===== src/rtl/aes_pkg.sv =====
// Shared types and constants for the AES-128 round sequencer.
package aes_pkg;

    localparam int HDR_W          = 4;
    localparam int STATE_W        = 128;
    localparam int NUM_ROUNDS_DEF = 10;
    localparam int KEY_IDX_W      = 4;

    typedef enum logic [1:0] {
        IDLE  = 2'd0,
        ROUND = 2'd1,
        FINAL = 2'd2,
        HOLD  = 2'd3
    } seq_state_t;

    // Full packet as seen on the datapath input bus; this block only ever sees the header.
    typedef struct packed {
        logic [HDR_W-1:0]   header;
        logic [STATE_W-1:0] state;
    } aes_pkt_t;

endpackage


===== src/rtl/aes_round_sequencer_if.sv =====
// Packet-in / block-out handshake bundle for the AES round sequencer.
interface aes_round_sequencer_if
    import aes_pkg::*;
();
    logic             in_valid;
    logic [HDR_W-1:0] in_header;
    logic             in_ready;
    logic             out_valid;
    logic [HDR_W-1:0] out_header;
    logic             out_ready;

    modport master (
        output in_valid, in_header, out_ready,
        input  in_ready, out_valid, out_header
    );

    modport slave (
        input  in_valid, in_header, out_ready,
        output in_ready, out_valid, out_header
    );
endinterface


===== src/rtl/aes_round_sequencer.sv =====
// Control FSM stepping one AES-128 block through the iterative round datapath.
// Optional abort input enabled by defining AES_SEQ_ABORT_EN.
module aes_round_sequencer
    import aes_pkg::*;
#(
    parameter int NUM_ROUNDS = NUM_ROUNDS_DEF
) (
    input  logic                 clk,
    input  logic                 rst,
`ifdef AES_SEQ_ABORT_EN
    input  logic                 abort,
`endif
    aes_round_sequencer_if.slave bus,
    output logic                 busy,
    output logic                 dp_load,
    output logic                 dp_round_en,
    output logic                 dp_mix_bypass,
    output logic [KEY_IDX_W-1:0] dp_key_idx
);

    localparam logic [3:0] LAST_FULL = 4'(NUM_ROUNDS - 1);
    localparam logic [3:0] FINAL_KEY = 4'(NUM_ROUNDS);

    seq_state_t       state, state_nxt;
    logic [3:0]       rnd, rnd_nxt;
    logic [HDR_W-1:0] hdr, hdr_nxt;

    logic             in_ready;
    logic             out_valid;
    logic [HDR_W-1:0] out_header;
    logic             new_blk;

    assign bus.in_ready   = in_ready;
    assign bus.out_valid  = out_valid;
    assign bus.out_header = out_header;
    assign busy           = (state != IDLE);
    assign new_blk        = bus.in_valid && (bus.in_header != '0);

    always_ff @(posedge clk) begin
        if (rst) begin
            state <= IDLE;
            rnd   <= '0;
            hdr   <= '0;
        end else begin
            state <= state_nxt;
            rnd   <= rnd_nxt;
            hdr   <= hdr_nxt;
        end
    end

    always_comb begin
        state_nxt     = state;
        rnd_nxt       = rnd;
        hdr_nxt       = hdr;
        in_ready      = 1'b0;
        out_valid     = 1'b0;
        out_header    = '0;
        dp_load       = 1'b0;
        dp_round_en   = 1'b0;
        dp_mix_bypass = 1'b0;
        dp_key_idx    = '0;

        unique case (state)
            IDLE: begin
                in_ready = 1'b1;
                // A zero header is consumed but starts nothing.
                if (new_blk) begin
                    dp_load   = 1'b1;
                    hdr_nxt   = bus.in_header;
                    rnd_nxt   = 4'd1;
                    state_nxt = ROUND;
                end
            end
            ROUND: begin
                dp_round_en = 1'b1;
                dp_key_idx  = rnd;
                rnd_nxt     = rnd + 4'd1;
                if (rnd == LAST_FULL) state_nxt = FINAL;
            end
            FINAL: begin
                dp_round_en   = 1'b1;
                dp_mix_bypass = 1'b1;
                dp_key_idx    = FINAL_KEY;
                state_nxt     = HOLD;
            end
            HOLD: begin
                out_valid  = 1'b1;
                out_header = hdr;
                in_ready   = bus.out_ready;
                // Retire and accept in the same cycle to keep back-to-back blocks gapless.
                if (bus.out_ready) begin
                    if (new_blk) begin
                        dp_load   = 1'b1;
                        hdr_nxt   = bus.in_header;
                        rnd_nxt   = 4'd1;
                        state_nxt = ROUND;
                    end else begin
                        hdr_nxt   = '0;
                        rnd_nxt   = '0;
                        state_nxt = IDLE;
                    end
                end
            end
            default: state_nxt = IDLE;
        endcase

`ifdef AES_SEQ_ABORT_EN
        if (abort) begin
            state_nxt     = IDLE;
            rnd_nxt       = '0;
            hdr_nxt       = '0;
            in_ready      = 1'b0;
            out_valid     = 1'b0;
            out_header    = '0;
            dp_load       = 1'b0;
            dp_round_en   = 1'b0;
            dp_mix_bypass = 1'b0;
            dp_key_idx    = '0;
        end
`endif
    end

endmodule

===== src/flat_wrapper.sv =====
// flat-port wrapper written by rule: the top's interface ports become plain ports
module aes_round_sequencer_flat import aes_pkg::*;
#(
    parameter int NUM_ROUNDS = NUM_ROUNDS_DEF
)
  (clk, rst, busy, dp_load, dp_round_en, dp_mix_bypass, dp_key_idx, bus_in_valid, bus_in_header, bus_out_ready, bus_in_ready, bus_out_valid, bus_out_header);
  aes_round_sequencer_if bus_i ();
  input  logic clk;
  input  logic rst;
  output logic busy;
  output logic dp_load;
  output logic dp_round_en;
  output logic dp_mix_bypass;
  output logic [KEY_IDX_W-1:0] dp_key_idx;
  input wire logic [$bits(bus_i.in_valid)-1:0] bus_in_valid;
  input wire logic [$bits(bus_i.in_header)-1:0] bus_in_header;
  input wire logic [$bits(bus_i.out_ready)-1:0] bus_out_ready;
  output wire logic [$bits(bus_i.in_ready)-1:0] bus_in_ready;
  output wire logic [$bits(bus_i.out_valid)-1:0] bus_out_valid;
  output wire logic [$bits(bus_i.out_header)-1:0] bus_out_header;
  assign bus_i.in_valid = bus_in_valid;
  assign bus_i.in_header = bus_in_header;
  assign bus_i.out_ready = bus_out_ready;
  assign bus_in_ready = bus_i.in_ready;
  assign bus_out_valid = bus_i.out_valid;
  assign bus_out_header = bus_i.out_header;
  aes_round_sequencer #(.NUM_ROUNDS(NUM_ROUNDS)) u_core (.clk(clk), .rst(rst), .bus(bus_i), .busy(busy), .dp_load(dp_load), .dp_round_en(dp_round_en), .dp_mix_bypass(dp_mix_bypass), .dp_key_idx(dp_key_idx));
endmodule

===== config.mk =====
export PLATFORM = sky130hd
export DESIGN_NAME = aes_round_sequencer_flat
export DESIGN_NICKNAME = d
export VERILOG_FILES = /design/src/rtl/aes_pkg.sv /design/src/rtl/aes_round_sequencer_if.sv /design/src/rtl/aes_round_sequencer.sv /design/src/flat_wrapper.sv
export SDC_FILE = /design/constraint.sdc
export NUM_CORES = 1
export LEC_CHECK = 0
export ABC_CLOCK_PERIOD_IN_PS = 1500
export CAP_MARGIN = 20
export CORE_UTILIZATION = 40
export DETAILED_ROUTE_END_ITERATION = 16
export MAX_ROUTING_LAYER = met4
export PLACE_DENSITY = 0.71
export SYNTH_ARGS = -nofsm -noshare
export SYNTH_HDL_FRONTEND = slang
export SYNTH_SLANG_ARGS = --single-unit

===== constraint.sdc =====
create_clock -name clk -period 1.5 [get_ports clk]
set_input_delay 0.375 -clock clk [delete_from_list [all_inputs] [get_ports clk]]
set_output_delay 0.375 -clock clk [all_outputs]
set_load 0.05 [all_outputs]

Word level (Yosys, flattened, before mapping). Index checks and enable logic that the tools add are counted.

Flip-flop bits (word level): 10. Bits in latches: 0. Memory bits (writable): 0. Memory bits (read-only): 0. Input port bits: 8. Output and inout port bits: 14. Word-level logic and storage cells: 43. Memories kept: 0.

$add $sub $neg: 1. Multipliers: 0. Div/mod/pow operators: 0. Magnitude comparators: 0. Equality and inequality tests: 7. Shifts and indexed selects: 0. Muxes and demuxes: 22. Bitwise logic cells: 0. Reductions and logical operators: 10.

Operators by type and width (count): two-way mux 4 bit (6); one-hot mux 4 bit (2 select lines) (2); one-hot mux 4 bit (3 select lines) (1); AND reduction 3 bit (3); one-hot mux 2 bit (4 select lines) (1); two-way mux 1 bit (7); two-way mux 2 bit (3); adder 4 x 1 -> 4 bit, second input constant (1); equality test 2 bit, second input constant (2); equality test 4 bit, second input constant (1); inequality test 2 x 1 -> 1 bit, second input constant (2); one-hot mux 1 bit (2 select lines) (2); nonzero test 2 bit (2); nonzero test 4 bit (1); nonzero test 3 bit (1); equality test 2 x 1 -> 1 bit, second input constant (1); zero test 2 bit (1); inequality test 2 bit, second input constant (1); OR reduction 2 bit (1); logical AND 1 bit (1).

Longest topological paths before layout. Gate-level depths: netlist (run 1).

Depth after elaboration: 5. Mapped depth: 7. Mapped depth without buffers: 6.

Least setup slack after synthesis (run 1). OpenSTA, ideal clock, no wires.

Path type: flip-flop to output port. Start point: reg u_core.state[1]. End point: out dp_load. Data arrival time: 2377 ps. Required time: 1125 ps. Slack: -1252 ps. Stages on the path, launching flop included: 5. Buffers on the path: 1. Path through: dfxtp_1 ha_1 clkbuf_1 a21oi_1 nor3_1.

Longest elaborated chain between the ends: 2. Elaborated cells between the ends (all ways): 3. Classes of those cells: eq/ne (1); mux (1); reduce/logical (1).

RTL lines: start, declared (RTL line aes_round_sequencer.sv:24) `seq_state_t state, state_nxt;`; start signal, assigned (RTL line aes_round_sequencer.sv:45) `state <= state_nxt;`; equality test 2 bit / zero test 2 bit (equally long branches) (RTL line aes_round_sequencer.sv:63) `unique case (state)`; one-hot mux 1 bit (2 select lines) * (RTL line aes_round_sequencer.sv:63); end, declared (RTL line flat_wrapper.sv:11) `output logic dp_load;`.

Every way passes the cells marked *; elsewhere a longest branch is shown, timed or not.

Final worst setup path (run 1).
Start point: reg u_core.state[1]. End point: out dp_key_idx[0].

Longest elaborated chain between the ends: 2. Elaborated cells between the ends (all ways): 3. Classes of those cells: eq/ne (2); mux (1).

RTL lines: equality test 2 bit / equality test 2 x 1 -> 1 bit (equally long branches) (RTL line aes_round_sequencer.sv:63); one-hot mux 4 bit (2 select lines) * (RTL line aes_round_sequencer.sv:63); end, declared (RTL line flat_wrapper.sv:14) `output logic [KEY_IDX_W-1:0] dp_key_idx;`.

Marks and branches as above.

==> metrics, run 1 <==
commonest non-fill, non-tap cells in the layout 14 x buf_12, 12 x buf_4, 8 x dfxtp_1, 7 x buf_6, 5 x a21oi_1; DRT Pass-1 Iters 12; Hold Buf Count CTS 0; setup ws final -0.394 ns; worst hold margin 0.492 ns; WL per Instance 21.8 um; CTS tree done; sequential share of the synthesized area 0.282; Nets 144; Worst Path Required 1.12 ns; placed cell area 1290 sq um; leading cell type in the layout, fill and taps excluded buf_12; maximum clock frequency 528 MHz; slowest CP cell dfxtp_4; fin crit share 1.26; CTS sink count 10; pre-CTS worst setup slack -0.566 ns; Power Dens Cells 2340 nW/um^2; Comb power frac 0.792; Clk pwr share 0.079; Routed WL 3.15 mm; Antenna Cells 0; slowest stage delay, CP 0.39 ns; antenna violations before repair 0; via count of the first global-routing pass 840; CP Capture Type primary output; IO Port Bufs 21; Std-Cell Rows 14; clk_lat worst skew 0.28 ns; failing checks DRC, setup timing; mean post-synth cell area 8.15 sq um; H-tree depth 1; dpl hpwl 1.62 mm; io pins 22; Initial Util 0.450; Crit path depth 5; CP cell instances inv_4 -> buf_6 -> ha_4 -> and3_4 -> buf_12; sequential share of power 0.129; area grow syn2layout 110%; Crit path arrival time 1.52 ns; RSZ-0062 raised after global routing true; worst-margin pin slew 0.339 ns; element type at the critical path start register; Clock Path Buffers 2; Mapped Area 709 sq um; Die ar. 1950 sq um; die width 44.1 um; HP Class in -> reg; crit-path leading delay family flip-flops; all-layer global routing usage 0.297; Num CTS Buffers 3; share of cells above drive strength 1 0.617; post-detailed-route count of antenna-violating nets 0; first-pass GRT wire length 3.98 mm; Vias 944; RePlAce Congestion 0.854; Lkg Pwr 0.588 nW; status finished with violations; Mapped Cells 87; Int Pwr 1.83 mW; Fillers 43; Final Hold Vio Count 0; DRC viols 1; largest net degree at the start of global routing 10; fin crit period 1.89 ns; final setup vio count 24; total number of yosys warnings 0; Net Sw Frac 0.477; Crit Path Category reg -> out; clk_skew 0.00730 ns; Cell variety after synth 27; NetSw 1.66 mW; Slew headroom 0.774; Buffers & Inverters on Critical Path 3; post-synthesis register bit count 10; total congestion overflow 0; Final Core Density 0.945; Pins Over Slew Limit 0; worst hold stages 3; Max FO, Critical Path 8; max-cap violations 0; clk slew on worst S/H paths 0.09 ns; worst vdd ir 3.02 mV; Via density 6.56; core area 1580 sq um; Root Driver clkbuf_4; Iter 0 DRT Violations 59; Die Y 44.1 um; cell area after layout 1490 sq um; Reg2Reg Depth 7; Post-Syn Nets 102
[registers in the layout, indices dropped and copies added, names as in the netlist]
register / cells
u_core.rnd: 4
u_core.state: 2
u_core.hdr: 4
[tightest hold or removal path, cell delays in order]
cell             delay [ns]
clkdlybuf4s15_2        0.22
nand3_2                0.07
a21oi_1                0.06
[power by group through the flow]
| stage | combinational (mW) | clock (mW) | sequential [mW] |
|---|---|---|---|
| CTS | 2.50 | 0.261 | 0.430 |
| detailed placement | 2.29 | 0 | 0.431 |
| finish | 2.76 | 0.276 | 0.451 |
| global route | 2.83 | 0.282 | 0.463 |
| global placement | 2.23 | 0 | 0.423 |
| floorplan | 1.39 | 0 | 0.435 |
[path summary, 6_finish.rpt]
kind | slack, ns | end | start
max reg2reg | -0.33 | u_core.state[0]$_SDFFE_PP0P_ | u_core.state[1]$_SDFFE_PP0P_
max | -0.39 | dp_key_idx[0] | u_core.state[1]$_SDFFE_PP0P_
min | 0.49 | u_core.hdr[2]$_SDFFE_PP0P_ | bus_in_header[2]
min reg2reg | 0.51 | u_core.hdr[0]$_SDFFE_PP0P_ | u_core.hdr[0]$_SDFFE_PP0P_
[metrics by stage]
step	instances	total power, mW	TNS [ns]
CTS	143	3.19	-3.21
global placement	136	2.65	-5.48
detailed placement	136	2.72	-6.05
global route	144	3.58	-5.17
finish	144	3.49	-4.41
floorplan	87	1.83	-0.767
[cell usage after synthesis (all sizes together)]
master | number | area share
inv | 6 | 0.032
nand3b | 2 | 0.021
nand2 | 2 | 0.011
nand3 | 6 | 0.042
nor2b | 4 | 0.035
a221oi | 2 | 0.034
mux2i | 1 | 0.014
a21oi | 10 | 0.071
a31oi | 2 | 0.018
nand2b | 5 | 0.044
nand4b | 1 | 0.012
a32o | 1 | 0.014
ha | 7 | 0.12
nor3 | 2 | 0.014
clkbuf | 3 | 0.016
nor2 | 6 | 0.032
and2 | 5 | 0.044
and3 | 3 | 0.026
buf | 1 | 0.0053
a211oi | 2 | 0.028
o41ai | 1 | 0.039
o21ai | 4 | 0.028
a211o | 1 | 0.014
dfxtp | 10 | 0.28
[area by class of cell]
class | count | area, sq um | share of cell area
clock buffer | 4 | 36.3 | 0.0243
inverter | 6 | 28.8 | 0.0193
timing repair buffer | 41 | 533 | 0.358
multi-input combinational | 67 | 664 | 0.446
tap | 16 | 20.0 | 0.0134
sequential | 10 | 208 | 0.139
[metal layers]
layer / vias to the layer above / global-route usage / share of wire
met4: 0 / 0.170 / 0.10
met1: 425 / 0.296 / 0.35
met5: - / - / 0
met2: 88 / 0.538 / 0.47
met3: 38 / 0.0490 / 0.076
li1: 393 / - / -
[logic make-up after synthesis]
family | after synthesis | synth area share
buf+inv | 10 | 0.0529
flops | 10 | 0.282
compound gates | 23 | 0.245
fa+ha+maj | 7 | 0.123
simple gates | 36 | 0.282
mux | 1 | 0.0141
[what timing repair did]
| action | 4_1_cts | 5_1_grt |
|---|---|---|
| setup buffers | 4 | 1 |
| endpoints found under the setup margin | 23 | 24 |
| pin swaps | 13 | 13 |
| resized for setup | 31 | 14 |
Note: power is estimated with default switching activity, not from simulation.
==> run 2, diff against run 1 <==
--- a/config.mk
+++ b/config.mk
@@ -9,4 +9,5 @@
 export CAP_MARGIN = 20
 export CORE_UTILIZATION = 40
+export CTS_CLUSTER_DIAMETER = 30
 export DETAILED_ROUTE_END_ITERATION = 16
 export MAX_ROUTING_LAYER = met4
==> constraint.sdc (replaced) <==
create_clock -name clk -period 1.5 [get_ports clk]
set_input_delay 0.3 -clock clk [delete_from_list [all_inputs] [get_ports clk]]
set_output_delay 0.3 -clock clk [all_outputs]
set_load 0.05 [all_outputs]
==> metrics, run 2 (synthesis results as in run 1) <==
Crit Reg-Reg Startpoint u_core.state[1]$_SDFFE_PP0P_; worst hold margin 0.482 ns; first-pass GRT wire length 3.86 mm; Slew headroom 0.765; CTS tree done; Hold EP u_core.hdr[0]$_SDFFE_PP0P_; antenna violations before repair 0; largest net degree at the start of global routing 12; Reg2Reg Depth 8; Clock Path Buffers 2; area grow syn2layout 112%; HP Class in -> reg; Power Dens Cells 2390 nW/um^2; Int Pwr 1.91 mW; NetSw 1.70 mW; Std-Cell Rows 14; final setup vio count 23; Die ar. 1950 sq um; Fillers 39; CTS sink count 10; RSZ-0062 raised after global routing true; Pins Over Slew Limit 0; CP cell instances inv_2 -> buf_6 -> ha_4 -> and3_4 -> buf_12; io pins 22; Routed WL 3.42 mm; Antenna Cells 0; DRT Pass-1 Iters 10; fin crit period 1.81 ns; Crit Path Category reg -> out; core area 1580 sq um; worst-margin pin slew 0.351 ns; clk slew on worst S/H paths 0.08 ns; share of cells above drive strength 1 0.575; commonest non-fill, non-tap cells in the layout 14 x buf_12, 13 x buf_4, 12 x buf_6, 8 x dfxtp_1, 7 x a21oi_1; dpl hpwl 1.53 mm; Net Sw Frac 0.471; Die Y 44.1 um; worst hold stages 3; Root Driver clkbuf_4; metal3 WL 242 um; clk_skew 0.000753 ns; top sig layer met4; die width 44.1 um; Nets 150; Clk pwr share 0.059; Initial Util 0.450; IO Port Bufs 21; cell area after layout 1510 sq um; Num CTS Buffers 3; post-detailed-route count of antenna-violating nets 0; Worst Path Required 1.20 ns; r2r endpoint u_core.hdr[3]$_SDFFE_PP0P_; failing checks DRC, setup timing; element type at the critical path start register; total congestion overflow 0; slowest stage delay, CP 0.37 ns; HP Start bus_in_header[0]; biggest regs u_core.hdr (4), u_core.rnd (4), u_core.state (2); Final Hold Vio Count 0; WL met2 1.83 mm; DRC viols 2; placed cell area 1250 sq um; Crit path arrival time 1.51 ns; Via density 6.09; CP Capture Type primary output; sequential share of power 0.123; WL met1 1.21 mm; max-cap violations 0; maximum clock frequency 553 MHz; Max FO, Critical Path 8; WL per Instance 22.8 um; status finished with violations; Vias 914; clk_lat worst skew 0.27 ns; leading cell type in the layout, fill and taps excluded buf_12; RePlAce Congestion 0.797; fin crit share 1.20; worst vdd ir 2.43 mV; Comb power frac 0.817; all-layer global routing usage 0.278; setup ws final -0.307 ns; R2R setup slack -0.27 ns; Iter 0 DRT Violations 52; H-tree depth 1; Lkg Pwr 0.605 nW; slowest CP cell dfxtp_4; crit path launch u_core.state[1]$_SDFFE_PP0P_; via count of the first global-routing pass 875
## run 2: power groups by stage
stage	sequential (mW)	combinational, mW	clock (mW)
2_1_floorplan	0.435	1.34	0
3_3_place_gp	0.422	2.19	0
5_1_grt	0.446	3.05	0.229
4_1_cts	0.429	2.44	0.209
3_5_place_dp	0.426	2.22	0
6_report	0.445	2.95	0.213
## run 2: cell type report
type,instances,area [sq um],area share
well taps,16,20.0,0.0133
repair buffers,47,592,0.393
inverters,6,25.0,0.0166
multi-input cells,67,638,0.424
flip-flops and latches,10,205,0.136
clock buffers,4,26.3,0.0174
## run 2: repair_timing
action	in CTS	in global routing
buffers inserted	6	8
setup endpoints to repair	23	23
pin swaps	16	15
resized for setup	29	14
hold buffers	0	0
## run 2: through the flow
step	TNS (ns)	util	worst slack (ns)	instances	total power, mW
2_1_floorplan	-0.149	-	-0.0618	87	1.78
3_3_place_gp	-4.01	0.796	-0.394	133	2.61
3_5_place_dp	-4.51	0.796	-0.451	133	2.65
4_1_cts	-3.00	0.884	-0.268	142	3.08
5_1_grt	-5.41	0.956	-0.381	150	3.72
6_report	-4.63	0.956	-0.307	150	3.60
## run 2: layer usage
layer	global-route usage	up-vias
li1	-	398
met1	0.283	443
met2	0.468	55
met3	0.0735	18
met4	0.176	0
met5	-	-
## run 2: worst max-delay path by stage
stage               cells past startpoint  slack (ns)                           end
floorplan                               4       -0.06                       dp_load
global placement                        6       -0.39  u_core.state[0]$_SDFFE_PP0P_
detailed placement                      6       -0.45  u_core.state[0]$_SDFFE_PP0P_
CTS                                     5       -0.27                 dp_key_idx[2]
global route                            8       -0.38    u_core.hdr[3]$_SDFFE_PP0P_
finish                                  5       -0.31                 dp_key_idx[2]
## run 2: critical path, delay by kind of cell (launching register included)
kind,cells,cell delay (ns)
simple gates,1,0.22
flops,1,0.37
fa+ha+maj,1,0.34
buf+inv,3,0.30
